**config.mk**
```make
export PLATFORM = sky130hd
export DESIGN_NAME = dual_xor_stream_cipher_w
export DESIGN_NICKNAME = d
export VERILOG_FILES = /design/src/rtl/cipher_pkg.sv /design/src/rtl/xor_keystream_path.sv /design/src/rtl/dual_xor_stream_cipher_w.sv
export SDC_FILE = /design/constraint.sdc
export NUM_CORES = 1
export LEC_CHECK = 0
export ABC_CLOCK_PERIOD_IN_PS = 5600
export CAP_MARGIN = 25
export CORE_MARGIN = 2
export CORE_UTILIZATION = 55
export CTS_BUF_LIST = sky130_fd_sc_hd__clkbuf_16
export CTS_CLUSTER_SIZE = 20
export DETAILED_ROUTE_END_ITERATION = 10
export HOLD_SLACK_MARGIN = 0.02
export PLACE_DENSITY_LB_ADDON = 0.08
export REMOVE_ABC_BUFFERS = 1
export SYNTH_ARGS = -nofsm -noshare
export SYNTH_HDL_FRONTEND = slang
export SYNTH_SLANG_ARGS = --single-unit
```
**constraint.sdc**
```tcl
create_clock -name clk -period 5.6 [get_ports clk]
set_input_delay 1.4 -clock clk [delete_from_list [all_inputs] [get_ports clk]]
set_output_delay 1.4 -clock clk [all_outputs]
set_load 0.02 [all_outputs]
```
**src/rtl/cipher_pkg.sv**
```systemverilog
// Shared types and keystream helpers for the dual XOR stream cipher.
// The LFSR helpers work on a fixed 64-bit container. Narrower registers are
// zero-extended into it. With zero-extended taps, the upper bits stay zero
// through the right shift, so one function serves every M up to 64.
package cipher_pkg;

    localparam int M_DEFAULT   = 40;
    localparam int CFG_LEN     = 4 * M_DEFAULT;
    localparam int CHAIN_PER_M = CFG_LEN / M_DEFAULT;
    localparam int LFSR_MAX    = 64;
    localparam int DATA_MAX    = 64;

    typedef logic [LFSR_MAX-1:0] lfsr_t;
    typedef logic [DATA_MAX-1:0] ks_word_t;

    typedef struct packed {
        lfsr_t next_s;
        logic  k;
    } step_t;

    typedef struct packed {
        lfsr_t    next_s;
        ks_word_t ks;
    } beat_ks_t;

    // One Galois right-shift step; the keystream bit is the bit shifted out.
    function automatic step_t lfsr_step(input lfsr_t s, input lfsr_t taps);
        step_t r;
        r.k      = s[0];
        r.next_s = (s >> 1) ^ (s[0] ? taps : '0);
        return r;
    endfunction

    // W unrolled steps; keystream bit i comes from step i (LSB first).
    function automatic beat_ks_t keystream_w(input lfsr_t s, input lfsr_t taps, input int w);
        beat_ks_t r;
        step_t    st;
        lfsr_t    cur;
        cur  = s;
        r.ks = '0;
        for (int i = 0; i < DATA_MAX; i++) begin
            if (i < w) begin
                st      = lfsr_step(cur, taps);
                r.ks[i] = st.k;
                cur     = st.next_s;
            end
        end
        r.next_s = cur;
        return r;
    endfunction

endpackage

```
**src/rtl/xor_keystream_path.sv**
```systemverilog
// One cipher direction: LFSR keystream state, frame counter, zero-lock flag
// and the registered XOR output. TX and RX are two instances of this block.
module xor_keystream_path
    import cipher_pkg::*;
#(
    parameter int             W            = 8,
    parameter int             M            = 40,
    parameter int             FRAME        = 0,
    parameter logic [M-1:0]   SEED_DEFAULT = M'(1)
) (
    input  logic         clk,
    input  logic         rst,
    input  logic         cfg_en,
    input  logic         resync,
    input  logic [M-1:0] taps,
    input  logic [M-1:0] seed,
    input  logic         in_valid,
    input  logic [W-1:0] in_data,
    output logic         out_valid,
    output logic [W-1:0] out_data,
    output logic         lock_err
);

    localparam int             FW         = (FRAME > 1) ? $clog2(FRAME) : 1;
    localparam logic [FW-1:0]  FRAME_LAST = (FRAME > 0) ? FW'(FRAME - 1) : '0;

    logic [M-1:0]  state_q, state_d;
    logic [FW-1:0] frame_q, frame_d;
    logic          lock_q, lock_d;
    logic          valid_q, valid_d;
    logic [W-1:0]  data_q, data_d;

    logic [M-1:0]  s_eff;
    beat_ks_t      ks_res;
    logic          frame_wrap;
    logic          path_unused;

    // An all-zero state would lock the LFSR, so it is replaced by 1 before use.
    always_comb begin
        s_eff      = (state_q == '0) ? M'(1) : state_q;
        ks_res     = keystream_w(lfsr_t'(s_eff), lfsr_t'(taps), W);
        frame_wrap = (FRAME > 0) && (frame_q == FRAME_LAST);
    end

    assign path_unused = ^ks_res;

    // Next state: config load > resync > frame wrap > normal advance.
    always_comb begin
        state_d = state_q;
        frame_d = frame_q;
        lock_d  = lock_q;
        valid_d = 1'b0;
        data_d  = data_q;
        if (cfg_en) begin
            state_d = seed;
            frame_d = '0;
            lock_d  = 1'b0;
        end else begin
            if (state_q == '0) begin
                lock_d = 1'b1;
            end
            if (in_valid) begin
                valid_d = 1'b1;
                data_d  = in_data ^ ks_res.ks[W-1:0];
                if (frame_wrap) begin
                    state_d = seed;
                    frame_d = '0;
                end else begin
                    state_d = ks_res.next_s[M-1:0];
                    frame_d = frame_q + FW'(1);
                end
            end
            if (resync) begin
                state_d = seed;
                frame_d = '0;
            end
        end
    end

    // Path registers with synchronous reset to the default seed.
    always_ff @(posedge clk) begin
        if (rst) begin
            state_q <= SEED_DEFAULT;
            frame_q <= '0;
            lock_q  <= 1'b0;
            valid_q <= 1'b0;
            data_q  <= '0;
        end else begin
            state_q <= state_d;
            frame_q <= frame_d;
            lock_q  <= lock_d;
            valid_q <= valid_d;
            data_q  <= data_d;
        end
    end

    assign out_valid = valid_q;
    assign out_data  = data_q;
    assign lock_err  = lock_q;

endmodule

```
**src/rtl/dual_xor_stream_cipher_w.sv**
```systemverilog
// Dual XOR stream cipher top. It holds the config scan chain
// {tx_taps, tx_seed, rx_taps, rx_seed} and the heartbeat counter, and it
// instantiates the TX and RX paths.
// cfg_o is a flop that carries the chain MSB, so on each shift it presents
// the bit that has just left the chain. The paths load their seed from the
// chain's next value. When cfg_en drops, the LFSR state therefore already
// matches the seed that was shifted in last.
module dual_xor_stream_cipher_w
    import cipher_pkg::*;
#(
    parameter int             W            = 8,
    parameter int             M            = M_DEFAULT,
    parameter int             FRAME        = 0,
    parameter logic [M-1:0]   TAPS_DEFAULT = 40'h9C00000001,
    parameter logic [M-1:0]   SEED_DEFAULT = 40'h0000000001,
    parameter int             HB_W         = 3,
    parameter int             HB_DIV       = 20
) (
    input  logic            clk,
    input  logic            rst,
    input  logic            cfg_en,
    input  logic            cfg_i,
    output logic            cfg_o,
    input  logic            resync,
    input  logic            tx_valid,
    input  logic [W-1:0]    tx_p,
    output logic            tx_e_valid,
    output logic [W-1:0]    tx_e,
    input  logic            rx_valid,
    input  logic [W-1:0]    rx_e,
    output logic            rx_p_valid,
    output logic [W-1:0]    rx_p,
    output logic [1:0]      lock_err,
    output logic [HB_W-1:0] heartbeat
);

    localparam int           L           = CHAIN_PER_M * M;
    localparam int           HBC         = HB_DIV + HB_W;
    localparam logic [L-1:0] CHAIN_RESET = {TAPS_DEFAULT, SEED_DEFAULT, TAPS_DEFAULT, SEED_DEFAULT};

    logic [L-1:0]   chain_q, chain_d;
    logic           cfg_o_q, cfg_o_d;
    logic [HBC-1:0] hb_q, hb_d;

    logic [M-1:0]   tx_taps, tx_seed_next, rx_taps, rx_seed_next;
    logic           tx_lock, rx_lock;

    // Chain shifts MSB-first while cfg_en is high; heartbeat always counts.
    always_comb begin
        chain_d = chain_q;
        if (cfg_en) begin
            chain_d = {chain_q[L-2:0], cfg_i};
        end
        cfg_o_d = chain_q[L-1];
        hb_d    = hb_q + HBC'(1);
    end

    // Config chain, serial out flop and heartbeat counter.
    always_ff @(posedge clk) begin
        if (rst) begin
            chain_q <= CHAIN_RESET;
            cfg_o_q <= 1'b0;
            hb_q    <= '0;
        end else begin
            chain_q <= chain_d;
            cfg_o_q <= cfg_o_d;
            hb_q    <= hb_d;
        end
    end

    assign tx_taps      = chain_q[4*M-1 -: M];
    assign tx_seed_next = chain_d[3*M-1 -: M];
    assign rx_taps      = chain_q[2*M-1 -: M];
    assign rx_seed_next = chain_d[M-1:0];

    xor_keystream_path #(
        .W            (W),
        .M            (M),
        .FRAME        (FRAME),
        .SEED_DEFAULT (SEED_DEFAULT)
    ) u_tx_path (
        .clk       (clk),
        .rst       (rst),
        .cfg_en    (cfg_en),
        .resync    (resync),
        .taps      (tx_taps),
        .seed      (tx_seed_next),
        .in_valid  (tx_valid),
        .in_data   (tx_p),
        .out_valid (tx_e_valid),
        .out_data  (tx_e),
        .lock_err  (tx_lock)
    );

    xor_keystream_path #(
        .W            (W),
        .M            (M),
        .FRAME        (FRAME),
        .SEED_DEFAULT (SEED_DEFAULT)
    ) u_rx_path (
        .clk       (clk),
        .rst       (rst),
        .cfg_en    (cfg_en),
        .resync    (resync),
        .taps      (rx_taps),
        .seed      (rx_seed_next),
        .in_valid  (rx_valid),
        .in_data   (rx_e),
        .out_valid (rx_p_valid),
        .out_data  (rx_p),
        .lock_err  (rx_lock)
    );

    assign cfg_o     = cfg_o_q;
    assign lock_err  = {rx_lock, tx_lock};
    assign heartbeat = hb_q[HBC-1 -: HB_W];

endmodule

```
### Word level (Yosys, flattened, before mapping)

Cells that the tools add are included.

| storage, ports and cells | value |
|---|---|
| bits in latches | 0 |
| memories | 0 |
| memory bits (writable) | 0 |
| output and inout port bits | 24 |
| register bits | 284 |
| bits in read-only memories | 0 |

| cells by class | value |
|---|---|
| equality and inequality tests | 0 |
| multiplexer cells | 27 |
| divide/modulo/power cells | 0 |
| bitwise operators | 19 |
| reduce and logical (&&, ||, !) cells | 7 |
| add/sub/neg operators | 1 |
| order comparisons | 0 |
| shift-type cells | 0 |
| $mul | 0 |

Operators with widths:

| operator | count |
|---|---|
| 2-to-1 mux 40 bit | 24 |
| 2-to-1 mux 120 bit | 1 |
| XOR 39 x 47 -> 47 bit | 2 |
| XOR 46 bit | 2 |
| XOR 45 bit | 2 |
| XOR 44 bit | 2 |
| XOR 43 bit | 2 |
| XOR 42 bit | 2 |
| XOR 41 bit | 2 |
| logical NOT 40 bit | 2 |
| XOR 40 bit | 2 |
| adder 23 x 1 -> 23 bit, second input constant | 1 |
| XOR 8 bit | 2 |
| nonzero test 3 bit | 2 |
| AND reduction 2 bit | 2 |
| 2-to-1 mux 1 bit | 2 |
| OR reduction 2 bit | 1 |
| NOT 1 bit | 1 |

### Depth between registers and ports, before layout

| logic depth | value |
|---|---|
| depth in word-level cells | 21 |
| depth in mapped cells | 19 |

### Hierarchy

From an unflattened synthesis, not the netlist that was laid out.

| second synthesis, totals | value |
|---|---|
| cells, all modules | 3088 |
| area total of the unflattened synthesis | 23394.9 sq um |

Modules (own cells, without submodules):

| module | cells each | sequential area each (sq um) | area each (sq um) | times used |
|---|---|---|---|---|
| xor_keystream_path | 1225 | 1001.0 | 8229.1 | 2 |
| dual_xor_stream_cipher_w | 638 | 3683.5 | 6936.7 | 1 |

### Worst setup path after synthesis

No wires, ideal clock.

| timing | value |
|---|---|
| path kind | reg-to-reg |
| start | reg u_tx_path.state_q[3] |
| end | reg u_tx_path.state_q[37] |
| arrival time | 4.183 ns |
| library setup time | 0.086 ns |
| cell stages (with the launch flop) | 18 |
| setup slack | 1.331 ns |
| required time | 5.514 ns |
| path through | dfxtp_1 > buf_6 > nor4_2 > nand4_2 > o31ai_4 > xnor2_1 > a311oi_4 > xor3_1 > o221ai_2 > xor2_1 > nor2_1 > mux2_4 > nor3_1 > buf_2 > buf_4 > o21ai_2 > xnor2_1 > a211oi_1 |

| between the ends | value |
|---|---|
| longest elaborated chain between the ends | 21 |

Ends and longest elaborated chain:

| item | line | source |
|---|---|---|
| from (decl) | xor_keystream_path.sv:27 | `logic [M-1:0] state_q, state_d;` |
| from (signal assigned) | xor_keystream_path.sv:89 | `state_q <= state_d;` |
| logical NOT 40 bit | xor_keystream_path.sv:40 | `s_eff = (state_q == '0) ? M'(1) : state_q;` |
| 2-to-1 mux 40 bit (*) | xor_keystream_path.sv:40 |  |
| 2-to-1 mux 40 bit | cipher_pkg.sv:30 | `r.next_s = (s >> 1) ^ (s[0] ? taps : '0);` |
| XOR 39 x 47 -> 47 bit (*) | cipher_pkg.sv:30 |  |
| 2-to-1 mux 40 bit | cipher_pkg.sv:30 |  |
| XOR 46 bit (*) | cipher_pkg.sv:30 |  |
| 2-to-1 mux 40 bit | cipher_pkg.sv:30 |  |
| XOR 45 bit (*) | cipher_pkg.sv:30 |  |
| [... 5 more ...] | - |  |
| XOR 42 bit (*) | cipher_pkg.sv:30 |  |
| 2-to-1 mux 40 bit | cipher_pkg.sv:30 |  |
| XOR 41 bit (*) | cipher_pkg.sv:30 |  |
| 2-to-1 mux 40 bit | cipher_pkg.sv:30 |  |
| XOR 40 bit (*) | cipher_pkg.sv:30 |  |
| 2-to-1 mux 40 bit (*) | xor_keystream_path.sv:62 | `if (in_valid) begin` |
| 2-to-1 mux 40 bit (*) | xor_keystream_path.sv:73 | `if (resync) begin` |
| 2-to-1 mux 40 bit (*) | xor_keystream_path.sv:54 | `if (cfg_en) begin` |

Every way passes the cells marked *; elsewhere a longest branch is shown, timed or not. The select of a mux whose other input is x is not followed.
A chain may end at the register's enable or synchronous reset.

### Worst setup path in the final report

| timing | value |
|---|---|
| start | reg u_rx_path.state_q[16] |
| end | reg u_rx_path.state_q[25] |

| between the ends | value |
|---|---|
| longest elaborated chain between the ends | 21 |

Ends and longest elaborated chain:

| item | line |
|---|---|
| from (decl) | xor_keystream_path.sv:27 |
| from (signal assigned) | xor_keystream_path.sv:89 |
| logical NOT 40 bit (*) | xor_keystream_path.sv:40 |
| 2-to-1 mux 40 bit (*) | xor_keystream_path.sv:40 |
| 2-to-1 mux 40 bit | cipher_pkg.sv:30 |
| XOR 39 x 47 -> 47 bit (*) | cipher_pkg.sv:30 |
| 2-to-1 mux 40 bit | cipher_pkg.sv:30 |
| XOR 46 bit (*) | cipher_pkg.sv:30 |
| 2-to-1 mux 40 bit | cipher_pkg.sv:30 |
| XOR 45 bit (*) | cipher_pkg.sv:30 |
| [... 5 more ...] | - |
| XOR 42 bit (*) | cipher_pkg.sv:30 |
| 2-to-1 mux 40 bit | cipher_pkg.sv:30 |
| XOR 41 bit (*) | cipher_pkg.sv:30 |
| 2-to-1 mux 40 bit | cipher_pkg.sv:30 |
| XOR 40 bit (*) | cipher_pkg.sv:30 |
| 2-to-1 mux 40 bit (*) | xor_keystream_path.sv:62 |
| 2-to-1 mux 40 bit (*) | xor_keystream_path.sv:73 |
| 2-to-1 mux 40 bit (*) | xor_keystream_path.sv:54 |

Marks and branches as above.

==> results.cfg <==
[status]
status = completed

[placed_design]
port-buffer-count = 46
gp_congestion = 0.912
hpwl_mm = 43.8

[global_route]
grt_pass1_vias = 21400
grt_use_met2_pct = 51.1
grt_pass1_wl_mm = 113
grt_overflow = 0
grt-busiest-layer = met2
grt_use_met3_pct = 3.10
grt_antenna_before_repair = 0
grtUsageTotal_pct = 29.0
use_met1_pct = 36.6
grt_max_degree = 106

[detailed_routing]
routed_wl_mm = 68.1
firstDrtPassIters = 5
drt_iter0_markers = 1871
antenna_left = 0
drc = 0
viasPerCell = 5.88
wl_per_cell_um = 17.9
vias = 22400

[cts]
cts_root_buf = clkbuf_16
cts_max_path_buffers = 3
cts_num_sinks = 284
cts_max_level = 2
clk_pin_slew_ns = 0.06
cts_setup_buffers = 0
cts_tree = built
cts_buffers = 36
insertion_delay_ns = 0.55

[critical_path]
path_class = flop to flop
cp-start-kind = flop
worst_ep_required_time_ns = 6.07
path_max_fanout = 17
crit_arrival_ns = 5.64
path_common_cell = buf_4
slowest_delay_ns = 0.54
crit_path_end_kind = flop
critPathSlowestCell = nor4_1
path_cells = nor4_1 > nand4_1 > buf_4 > a2111oi_2 > nor3_1 > or2_1 > xnor2_1 > and2_1 > o21ai_2 > and4_1 > buf_4 > nor3_4 > buf_4 > mux2i_1 > o211ai_1 > xnor3_1 > a211oi_1

[min_path]
worstHoldPathType = flop to flop

[timing]
finClkSkew_ns = 0.0183
hold_slack_ns = 0.447
timing.fmax_mhz = 193
slew_violations = 0
finalSetupViolations = 0
post-route-period-util_pct = 92.4
rsz0062_at_grt = no
tightest_slew_ns = 1.04
hold_viol = 0
layout_min_cycle_time_ns = 5.17
maxSlewHeadroom_pct = 30.9
tns_ns = 0

[cells_and_area]
layout-area-overhead-vs-synth_pct = 7.13
nets = 3212
drive_gt1_share_pct = 6.85
layout_commonest_cell = nand2_1
diodes = 0
final_util_pct = 59.5
final_cell_mix = nand2_1, nor2_1, xnor2_1

[power]
vdd_drop_max_uv = 228
leakagePower_uw = 0.00906
power_density_nw_per_um2 = 269

[die]
row_count = 77
coreArea_sq_um = 44100
die-area_sq_um = 46300
start_util_pct = 55.5
boundaryPins = 47
die_y_um = 215
fp.dieW_um = 215

[yosys]
syn-cell-area_sq_um = 24500
avgSynthCellArea_sq_um = 7.27
ys_warn_count = 0
ys.flop_type = dfxtp_1
ys_seq_area_share_pct = 23.2
synth_cell_types = 79
synth-async-reset-ratio_pct = 0
netlist_instances = 3371
ys_ff_latch = 284
synth_edf_count = 0

[flow_run]
max-cap-violations = 0
synthesized netlist by cell type (all sizes together) (4+ instances only):
cell type    n  area [sq um]
nand2      557          2090
nor2       453          1700
xnor2      416          3650
a21oi      285          1430
dfxtp      284          5690
clkbuf     255           958
mux2i      200          2000
o21ai      166           910
buf         83           402
a211oi      81           608
xor2        76           681
nand3       70           350
a32oi       39           342
xnor3       37           833
a21boi      36           270
o211ai      36           270
mux2        34           387
nand3b      33           248
nor4        26           169
nor3        25           135
inv         18          67.6
and3        13          81.3
nand2b      13          81.3
nand4       13          93.8
o31ai       13           111
or2          8          50.1
or3          8          50.1
a31oi        7          50.1
and2         6          37.5
and4         6          52.6
nor2b        6          37.5
a221o        5          50.1
a221oi       5          43.8
a22o         5          43.8
nor3b        5          42.5
o31a         5          43.8
a21o         4          30.0
o21a         4          30.0
final timing paths:
kind,end,cells past startpoint,start,slack [ns]
worst min-delay path,hb_q[0],1,hb_q[0],0.45
worst max-delay path,u_rx_path.state_q[25],17,u_rx_path.state_q[16],0.43
worst min register to register,hb_q[0],1,hb_q[0],0.45
worst max register to register,u_rx_path.state_q[25],17,u_rx_path.state_q[16],0.43
registers in the layout, summed over array words and instances (netlist names):
name and flops:
u_tx_path.out_valid 1, u_tx_path.state_q 40, chain_q 160, u_rx_path.out_valid 1, u_rx_path.lock_err 1, u_tx_path.lock_err 1
u_rx_path.state_q 40, hb_q 23, u_tx_path.out_data 8, u_rx_path.out_data 8, cfg_o 1
per-layer routing:
layer	part of all wire (%)	vias to the layer above
met5	0	-
met4	2.9	0
met3	4.7	137
met2	49	537
met1	43	10600
li1	-	11100
where the power goes:
part	total [uW]	internal [uW]	switching (uW)
registers	2150	2070	80.8
logic	2570	983	1590
clock network	2330	1360	972
total	7060	4410	2640
stage by stage:
| step | area [sq um] | worst slack (ns) | power (uW) | cells |
|---|---|---|---|---|
| after floorplan | 23100 | -3.88 | 3860 | 3033 |
| after global placement | 25100 | 0.523 | 4700 | 3742 |
| after detailed placement | 25100 | 0.388 | 4740 | 3742 |
| after CTS | 26200 | 0.339 | 7090 | 3806 |
| after global routing | 26300 | 0.0509 | 7380 | 3806 |
| final | 26300 | 0.426 | 7060 | 3806 |
cell families after synthesis:
| group | share of synthesized area (%) |
|---|---|
| AOI/OAI and AO/OA | 18.3 |
| adders and majority gates | 0.0510 |
| muxes | 9.75 |
| buffers and inverters | 5.84 |
| DFF | 23.2 |
| xor gates and xnor gates | 21.4 |
| and+or+nand+nor | 21.5 |
layout make-up:
class,instances,area [sq um]
clock buffers,36,901
inverters,19,71.3
well taps,592,741
fillers,4115,17900
clock inverters,28,251
multi-input cells,2730,17500
repair buffers,117,1070
flip-flops and latches,284,5690
timing repair:
action	CTS	global route
endpoints found under the setup margin	0	2
hold buffers	0	0
gates resized for setup	0	1
critical path: cells and delay by family (launching register included):
family / cells / cell delay, ns
flip-flops: 1 / 0.34
multiplexers: 1 / 0.14
AND/OR/NAND/NOR: 7 / 1.92
AO/OA/AOI/OAI: 4 / 1.02
XOR/XNOR: 2 / 0.90
buffers and inverters: 3 / 0.74
No activity file was read; power rests on OpenSTA's default activity.
